File: src/rtl/pong_game_engine.sv
// Pong game engine for a COLS x ROWS field: serve timing, ball kinematics,
// paddle collision, scoring and match-end detection, advanced by a tick strobe.
module pong_game_engine #(
    parameter int COLS        = 16,
    parameter int ROWS        = 16,
    parameter int XW          = 4,
    parameter int YW          = 4,
    parameter int SW          = 4,
    parameter int WIN_SCORE   = 9,
    parameter int SERVE_TICKS = 500,
    parameter int BALL_DIV    = 20
) (
    input  logic            clk,
    input  logic            reset,
    input  logic            tick,
    input  logic            start,
    input  logic [4:0]      entropy,
    input  logic [ROWS-1:0] lpaddle,
    input  logic [ROWS-1:0] rpaddle,
    output logic [XW-1:0]   ball_x,
    output logic [YW-1:0]   ball_y,
    output logic [SW-1:0]   score_p1,
    output logic [SW-1:0]   score_p2,
    output logic            point_p1,
    output logic            point_p2,
    output logic            game_over,
    output logic            winner,
    output logic [2:0]      state_o
);

    typedef enum logic [2:0] {
        IDLE     = 3'd0,
        SERVE    = 3'd1,
        PLAY     = 3'd2,
        POINT    = 3'd3,
        GAMEOVER = 3'd4
    } state_t;

    // Vertical direction: 00 = still, 01 = down (+1), 11 = up (-1)
    localparam logic [1:0] DY_ZERO = 2'b00;
    localparam logic [1:0] DY_POS  = 2'b01;
    localparam logic [1:0] DY_NEG  = 2'b11;

    localparam int SCW = (SERVE_TICKS > 1) ? $clog2(SERVE_TICKS) : 1;
    localparam int BDW = (BALL_DIV > 1) ? $clog2(BALL_DIV) : 1;

    localparam logic [XW-1:0]  X_CTR      = XW'(COLS / 2);
    localparam logic [YW-1:0]  Y_CTR      = YW'(ROWS / 2);
    localparam logic [XW-1:0]  X_LHIT     = XW'(1);
    localparam logic [XW-1:0]  X_LBACK    = XW'(2);
    localparam logic [XW-1:0]  X_RHIT     = XW'(COLS - 2);
    localparam logic [XW-1:0]  X_RBACK    = XW'(COLS - 3);
    localparam logic [XW-1:0]  X_RGOAL    = XW'(COLS - 1);
    localparam logic [YW-1:0]  Y_MAX      = YW'(ROWS - 1);
    localparam logic [SW-1:0]  WIN        = SW'(WIN_SCORE);
    localparam logic [SCW-1:0] SERVE_LAST = SCW'(SERVE_TICKS - 1);
    localparam logic [BDW-1:0] STEP_LAST  = BDW'(BALL_DIV - 1);

    state_t         state_q, state_d;
    logic [XW-1:0]  x_q, x_d;
    logic [YW-1:0]  y_q, y_d;
    logic           dx_q, dx_d;   // 1 = moving right
    logic [1:0]     dy_q, dy_d;
    logic [SW-1:0]  s1_q, s1_d;
    logic [SW-1:0]  s2_q, s2_d;
    logic           p1_q, p1_d;
    logic           p2_q, p2_d;
    logic           go_q, go_d;
    logic           win_q, win_d;
    logic [SCW-1:0] serve_cnt_q, serve_cnt_d;
    logic [BDW-1:0] step_cnt_q, step_cnt_d;

    logic [YW-1:0]  ny;
    logic [1:0]     ndy;
    logic [SW-1:0]  new_score;
    logic           unused_entropy;

    assign unused_entropy = ^entropy[4:3];

    function automatic logic [1:0] dy_from(input logic [1:0] e);
        case (e)
            2'd0:    dy_from = DY_NEG;
            2'd2:    dy_from = DY_POS;
            default: dy_from = DY_ZERO;
        endcase
    endfunction

    always_comb begin
        state_d     = state_q;
        x_d         = x_q;
        y_d         = y_q;
        dx_d        = dx_q;
        dy_d        = dy_q;
        s1_d        = s1_q;
        s2_d        = s2_q;
        p1_d        = 1'b0;
        p2_d        = 1'b0;
        go_d        = go_q;
        win_d       = win_q;
        serve_cnt_d = serve_cnt_q;
        step_cnt_d  = step_cnt_q;
        ny          = y_q;
        ndy         = dy_q;
        new_score   = p1_q ? s1_q + SW'(1) : s2_q + SW'(1);

        case (state_q)
            IDLE: begin
                x_d = X_CTR;
                y_d = Y_CTR;
                if (start) begin
                    state_d     = SERVE;
                    serve_cnt_d = '0;
                    dx_d        = entropy[0];
                end
            end

            SERVE: begin
                if (tick) begin
                    if (serve_cnt_q == SERVE_LAST) begin
                        state_d    = PLAY;
                        step_cnt_d = '0;
                        dy_d       = dy_from(entropy[2:1]);
                    end else begin
                        serve_cnt_d = serve_cnt_q + SCW'(1);
                    end
                end
            end

            PLAY: begin
                if (tick) begin
                    if (step_cnt_q == STEP_LAST) begin
                        step_cnt_d = '0;
                        // Wall bounce reflects within the same step
                        if (dy_q == DY_POS) begin
                            if (y_q == Y_MAX) begin
                                ny  = y_q - YW'(1);
                                ndy = DY_NEG;
                            end else begin
                                ny = y_q + YW'(1);
                            end
                        end else if (dy_q == DY_NEG) begin
                            if (y_q == '0) begin
                                ny  = y_q + YW'(1);
                                ndy = DY_POS;
                            end else begin
                                ny = y_q - YW'(1);
                            end
                        end
                        y_d  = ny;
                        dy_d = ndy;

                        if (!dx_q && x_q == X_LHIT) begin
                            if (lpaddle[ny]) begin
                                dx_d = 1'b1;
                                x_d  = X_LBACK;
                                dy_d = dy_from(entropy[2:1]);
                            end else begin
                                x_d     = '0;
                                p2_d    = 1'b1;
                                state_d = POINT;
                            end
                        end else if (dx_q && x_q == X_RHIT) begin
                            if (rpaddle[ny]) begin
                                dx_d = 1'b0;
                                x_d  = X_RBACK;
                                dy_d = dy_from(entropy[2:1]);
                            end else begin
                                x_d     = X_RGOAL;
                                p1_d    = 1'b1;
                                state_d = POINT;
                            end
                        end else begin
                            x_d = dx_q ? x_q + XW'(1) : x_q - XW'(1);
                        end
                    end else begin
                        step_cnt_d = step_cnt_q + BDW'(1);
                    end
                end
            end

            POINT: begin
                if (p1_q) s1_d = new_score;
                else      s2_d = new_score;
                if (new_score == WIN) begin
                    state_d = GAMEOVER;
                    go_d    = 1'b1;
                    win_d   = ~p1_q;
                end else begin
                    // Next serve heads toward the player who just conceded
                    state_d     = SERVE;
                    serve_cnt_d = '0;
                    x_d         = X_CTR;
                    y_d         = Y_CTR;
                    dx_d        = p1_q;
                end
            end

            GAMEOVER: begin
                if (start) begin
                    state_d     = SERVE;
                    serve_cnt_d = '0;
                    dx_d        = entropy[0];
                    s1_d        = '0;
                    s2_d        = '0;
                    go_d        = 1'b0;
                    x_d         = X_CTR;
                    y_d         = Y_CTR;
                end
            end

            default: state_d = IDLE;
        endcase
    end

    always_ff @(posedge clk) begin
        if (reset) begin
            state_q     <= IDLE;
            x_q         <= X_CTR;
            y_q         <= Y_CTR;
            dx_q        <= 1'b1;
            dy_q        <= DY_ZERO;
            s1_q        <= '0;
            s2_q        <= '0;
            p1_q        <= 1'b0;
            p2_q        <= 1'b0;
            go_q        <= 1'b0;
            win_q       <= 1'b0;
            serve_cnt_q <= '0;
            step_cnt_q  <= '0;
        end else begin
            state_q     <= state_d;
            x_q         <= x_d;
            y_q         <= y_d;
            dx_q        <= dx_d;
            dy_q        <= dy_d;
            s1_q        <= s1_d;
            s2_q        <= s2_d;
            p1_q        <= p1_d;
            p2_q        <= p2_d;
            go_q        <= go_d;
            win_q       <= win_d;
            serve_cnt_q <= serve_cnt_d;
            step_cnt_q  <= step_cnt_d;
        end
    end

    assign ball_x    = x_q;
    assign ball_y    = y_q;
    assign score_p1  = s1_q;
    assign score_p2  = s2_q;
    assign point_p1  = p1_q;
    assign point_p2  = p2_q;
    assign game_over = go_q;
    assign winner    = win_q;
    assign state_o   = state_q;

endmodule

File: config.mk
export PLATFORM = sky130hd
export DESIGN_NAME = pong_game_engine
export DESIGN_NICKNAME = d
export VERILOG_FILES = /design/src/rtl/pong_game_engine.sv
export SDC_FILE = /design/constraint.sdc
export NUM_CORES = 1
export LEC_CHECK = 0
export CAP_MARGIN = 10
export CORE_MARGIN = 10
export CORE_UTILIZATION = 47
export DETAILED_ROUTE_END_ITERATION = 7
export PLACE_DENSITY = 0.77
export SYNTH_ARGS = -nofsm -noshare
export SYNTH_HDL_FRONTEND = slang
export SYNTH_SLANG_ARGS = --single-unit
File: constraint.sdc
create_clock -name clk -period 3.1 [get_ports clk]
set_input_delay 0.62 -clock clk [delete_from_list [all_inputs] [get_ports clk]]
set_output_delay 0.62 -clock clk [all_outputs]
set_load 0.05 [all_outputs]
== Yosys cells after proc, flatten, opt, wreduce, memory -nomap -nowiden ==
Cells that the tools add are included.
Storage, ports and cells
  logic and storage cells: 160
  bits of input ports: 41
  bits in registers: 40
  output and inout port bits: 23
Cells by class
  add/subtract/negate cells: 8
  eq/ne operators: 29
  reductions and logical operators: 24
  mux-type cells: 79
  bitwise logic cells: 6
  order comparisons: 1
Operators by type and width (number)
  4-bit two-way mux: 20
  9-bit two-way mux: 4
  4-bit one-hot mux with 4 select lines: 2
  3-bit two-way mux: 10
  2-bit two-way mux: 14
  9-bit one-hot mux with 3 select lines: 1
  5-bit two-way mux: 4
  2-bit != test (second input constant): 10
  4-bit by 1-bit adder with 4-bit output (second input constant): 4
  4-bit one-hot mux with 2 select lines: 2
  8-bit AND reduction: 2
  3-bit != test (second input constant): 5
  5-bit AND reduction: 3
  1-bit two-way mux: 14
  4-bit equality test (second input constant): 3
  3-bit one-hot mux with 4 select lines: 1
  5-bit one-hot mux with 2 select lines: 1
  9-bit by 1-bit adder with 9-bit output (second input constant): 1
  9-bit equality test (second input constant): 1
  3-bit AND reduction: 3
  1-bit binary-select mux with 4-bit select: 2
  2-bit one-hot mux with 2 select lines: 2
  4-bit by 1-bit subtractor with 4-bit output (second input constant): 2
  3-bit by 2-bit equality test with 1-bit output (second input constant): 2
  25 further kinds: 34

== Depth between registers and ports, before layout ==
Gate-level depths: netlist of the first run.
  depth in word-level cells: 15
  gate-level depth with buffers: 15
  depth with buffers taken out: 12

== Worst setup path before layout of the first run ==
OpenSTA, ideal clock, no wires.
  path type: flip-flop to flip-flop
  start: register y_q[0], in the netlist ball_y[0]
  end: register dy_q[0]
  stages on the path, launching flop included: 14
  arrival: 3.129 ns
  path slack: -0.115 ns
  period minus slack after synthesis: 3.215 ns
  cell sequence: dfxtp_1 buf_6 inv_1 ha_1 buf_2 or2_1 o211ai_4 nand2_1 o21ai_0 mux2_2 o2bb2ai_2 a21oi_2 a22o_1 a211oi_1
Between the ends
  longest elaborated chain between the ends: 15
  elaborated cells between the ends (all ways): 26
RTL lines
  from (decl): RTL line 61  | logic [YW-1:0] y_q, y_d;
  from (signal assigned): RTL line 233  | y_q <= y_d;
  4-bit by 1-bit subtractor with 4-bit output (tied with other cells): RTL line 136, 146
  4-bit two-way mux: RTL line 142  | if (y_q == '0) begin
  4-bit two-way mux: RTL line 141  | end else if (dy_q == DY_NEG) begin
  4-bit two-way mux: RTL line 134  | if (dy_q == DY_POS) begin
  4-bit two-way mux: RTL line 131  | if (step_cnt_q == STEP_LAST) begin
  4-bit two-way mux: RTL line 130  | if (tick) begin
  4-bit two-way mux: RTL line 106  | case (state_q)
  1-bit binary-select mux with 4-bit select: RTL line 163  | if (rpaddle[ny]) begin
  1-bit two-way mux (implied by the code): RTL line 163
  2-bit two-way mux: RTL line 163
  2-bit two-way mux: RTL line 162  | end else if (dx_q && x_q == X_RHIT) begin
  2-bit two-way mux *: RTL line 152  | if (!dx_q && x_q == X_LHIT) begin
  2-bit two-way mux *: RTL line 131
  2-bit two-way mux *: RTL line 130
  2-bit one-hot mux with 2 select lines *: RTL line 106
  to (signal assigned): RTL line 235  | dy_q <= dy_d;
  to (decl): RTL line 63  | logic [1:0] dy_q, dy_d;
Every way passes the cells marked *; elsewhere a longest branch is shown, timed or not. The select of a mux whose other input is x is not followed.
A chain may end at the register's enable or synchronous reset.

== Worst setup path in the final report of the first run ==
Same ends and word-level chain as after synthesis.

==> impl_metrics.tcl, run 1 <==
set metrics [dict create \
    outcome "complete, no violations" \
    syn_area_per_cell_um2 7.84 \
    clock_latency_ps 290 \
    yosys_warnings 0 \
    maxCapViolCount 0 \
    p_int_mw 0.857 \
    drtIter0Drc 216 \
    ios 64 \
    diodes 0 \
    synthTopCellsByArea "dfxtp_1 25%, mux2i_1 7.9%, nor2_1 5.9%" \
    wirelength_um 8410 \
    synthTopCellsByCount "50 x nor2_1, 40 x dfxtp_1, 39 x nand2_1, 27 x a21oi_1, 25 x mux2i_1" \
    cts_made_buffers 5 \
    multi_input_area_mm2 0.00221 \
    ant_nets 0 \
    portBuffers 61 \
    fill_cells 554 \
    cts-root-buf "clkbuf_8" \
    gp_routability_congestion 0.877 \
    grt_pass1_vias 2995 \
    cp-end-kind "flip-flop" \
    rows 29 \
    setup_viol 0 \
    fin_crit_ps 2890 \
    viasPerCell 5.82 \
    yosysTopAreaCell "dfxtp_1" \
    cts.reportedPaths.clkPinSlew_ps 80 \
    ctsHtreeMaxLevel 2 \
    cts.sinks 40 \
    critPathRequiredTime_ps 3310 \
    core_mm2 0.00642 \
    yosysUniqueCellTypes 62 \
    die_height_um 102 \
    tightest_slew_ps 889 \
    drive_gt1_share_pct 11.4 \
    start_util_pct 49.2 \
    track_usage_pct 16.4 \
    drc 0 \
    fin_skew_ps 10.3 \
    syn2layout_area_growth_pct 26.9 \
    swShare_pct 24.6 \
    overflow 0 \
    crit_path_cell_trace "buf_4, ha_2, a21oi_1, buf_4, nand2_1, o211ai_4, buf_12, a31o_1, o31a_1, a32oi_1, and3_4, a21oi_2, a22o_1, a211oi_1" \
    synth_fp_nets 454 \
    setup.worst_path.class "reg2reg" \
    switchingPower_mw 0.279 \
    ir_worst_vdd_mv 0.355 \
    slowest_stage "dfxtp_2" \
    fp.dieW_um 102 \
    rsz0062_at_grt "false" \
    syn-cell-area_mm2 0.00316 \
    dieArea_mm2 0.0104 \
    hold_viol 0 \
    hp-class "reg2reg" \
    regArea_um2 803 \
    synth_seq_cells 40 \
    syn_inst 403 \
    power_frac_comb_pct 16.0 \
    critical_path.most_common_cell "buf_4" \
    synth_edf_count 0 \
    dp_slack_ps 73.0 \
    seqPwrFrac_pct 47.2 \
    grt_pass1_wl_um 14300 \
    yosysTopAreaCellShare_pct 25.3 \
    cts_buffer_depth 2 \
    nets 515 \
    relSlewSlack_pct 40.6 \
    async_reset_ff_share_pct 0 \
    fin_setup_tns_ps 0 \
    max_freq_ghz 0.346 \
    max_stage_delay_ps 330 \
    p_leak_nw 1.42 \
    seq_area_frac_synth_pct 25.3 \
    clkPwrFrac_pct 36.8 \
    startpoint_type "flip-flop" \
    powerDensity_mw_per_mm2 283 \
    synth_ff_type "dfxtp_1" \
    setup_slack_ps 209 \
    vias 3155 \
    drt-pass1-iter-count 4 \
    cp_max_fo 13 \
    grt_max_degree 27 \
    cts_tree "done" \
    hpwl_um 6400 \
    slew_viol_final 0 \
    antenna_found_initial 0 \
    min_period_over_period_pct 93.2 \
    yosysMostFrequentCell "nor2_1" \
    power.total_mw 1.14 \
    wire_per_inst_um 15.5 \
    critPathArrivalTime_ps 3100 \
]
[timing repair]
| action | 4_1_cts | 5_1_grt |
|---|---|---|
| endpoints found under the setup margin | 0 | 5 |
| gates resized for setup | 0 | 4 |
| setup buffers | 0 | 1 |
| hold buffers | 0 | 0 |
[path summary, 6_finish.rpt]
check | startpoint | to | slack, ps | depth (start not counted)
worst max-delay path | ball_y[0] | dy_q[0] | 210 | 14
worst min-delay path | game_over | game_over | 470 | 2
worst max register to register | ball_y[0] | dy_q[0] | 210 | 14
worst min register to register | game_over | game_over | 470 | 2
[kinds of logic (layout without fill, tap and decap cells)]
family,after synthesis,count (layout),synth area share [%]
flip-flops,40,40,25.3
AND/OR/NAND/NOR,169,169,26.6
multiplexers,35,35,13.3
buffers and inverters,35,97,5.15
adder cells (fa/ha/maj),10,10,3.96
XOR/XNOR,15,15,4.16
AO/OA/AOI/OAI,99,99,21.5
[registers in the layout, indices dropped and copies added (netlist names)]
signal,count
serve_cnt_q,9
step_cnt_q,5
ball_x,4
ball_y,4
score_p1,4
score_p2,4
state_o,3
dy_q,2
dx_q,1
game_over,1
point_p1,1
point_p2,1
winner,1
[worst max-delay path, delay by kind of cell (launching register included)]
kind / cells / cell delay (ps)
simple gates: 2 / 370
flops: 1 / 330
buf+inv: 3 / 560
fa+ha+maj: 1 / 260
compound gates: 8 / 1290
[metal layers]
layer	global-route usage, %	routed length (um)	up-vias
li1	-	-	1584
met3	3.64	467	9
met1	21.3	3820	1493
met4	4.45	80	0
met5	0	0	-
met2	26.8	4040	69
[placed cells by master (no fill, tap or decap), types with 3 or more instances in the layout]
cell type | Yosys | final
clkdlybuf4s50_1 | 0 | 61
nor2_1 | 50 | 50
nand2_1 | 39 | 39
dfxtp_1 | 40 | 38
a21oi_1 | 27 | 26
mux2i_1 | 25 | 25
o21ai_0 | 20 | 20
nand3_1 | 16 | 16
buf_4 | 2 | 15
inv_1 | 12 | 12
xor2_1 | 10 | 10
a211oi_1 | 10 | 10
nor2b_1 | 9 | 9
nand4_1 | 8 | 8
nor3_1 | 8 | 8
ha_1 | 10 | 8
and3_1 | 7 | 7
nand2b_1 | 7 | 7
xnor2_1 | 5 | 5
mux2_2 | 5 | 5
mux4_2 | 5 | 5
clkbuf_8 | 0 | 5
nand3b_1 | 4 | 4
a21oi_2 | 3 | 4
o22ai_1 | 3 | 3
o211ai_1 | 3 | 3
o32ai_1 | 3 | 3
nor3b_1 | 3 | 3
and2_1 | 3 | 3
[through the flow]
| step | util, % | instance area [um2] | hold slack (ps) | cells |
|---|---|---|---|---|
| after floorplan | - | 3160 | 467 | 403 |
| after global placement | 60.2 | 3860 | 446 | 533 |
| after detailed placement | 60.2 | 3860 | 449 | 533 |
| after CTS | 61.8 | 3970 | 474 | 541 |
| after global routing | 62.4 | 4010 | 520 | 542 |
| final | 62.4 | 4010 | 474 | 542 |
[power by group through the flow]
stage          combinational (mW)  sequential [mW]  clock (mW)
6_report                    0.182            0.537       0.418
2_1_floorplan               0.105            0.545           0
3_5_place_dp                0.180            0.549           0
5_1_grt                     0.200            0.539       0.447
3_3_place_gp                0.177            0.549           0
4_1_cts                     0.181            0.537       0.423
[area by class of cell]
cell class | instances | area share, %
clock buffer | 6 | 1.81
clock inverter | 2 | 0.874
inverter | 12 | 1.12
multi-input combinational | 328 | 55.2
sequential | 40 | 20.0
tap | 77 | 2.40
timing repair buffer | 77 | 18.5
(Power assumes the default switching activity.)
==> run 2: changes to the inputs <==
Settings changed: CAP_MARGIN 10 to default.
==> results of run 2 <==
Final layout, timing and power as in run 1 (identical DEF).
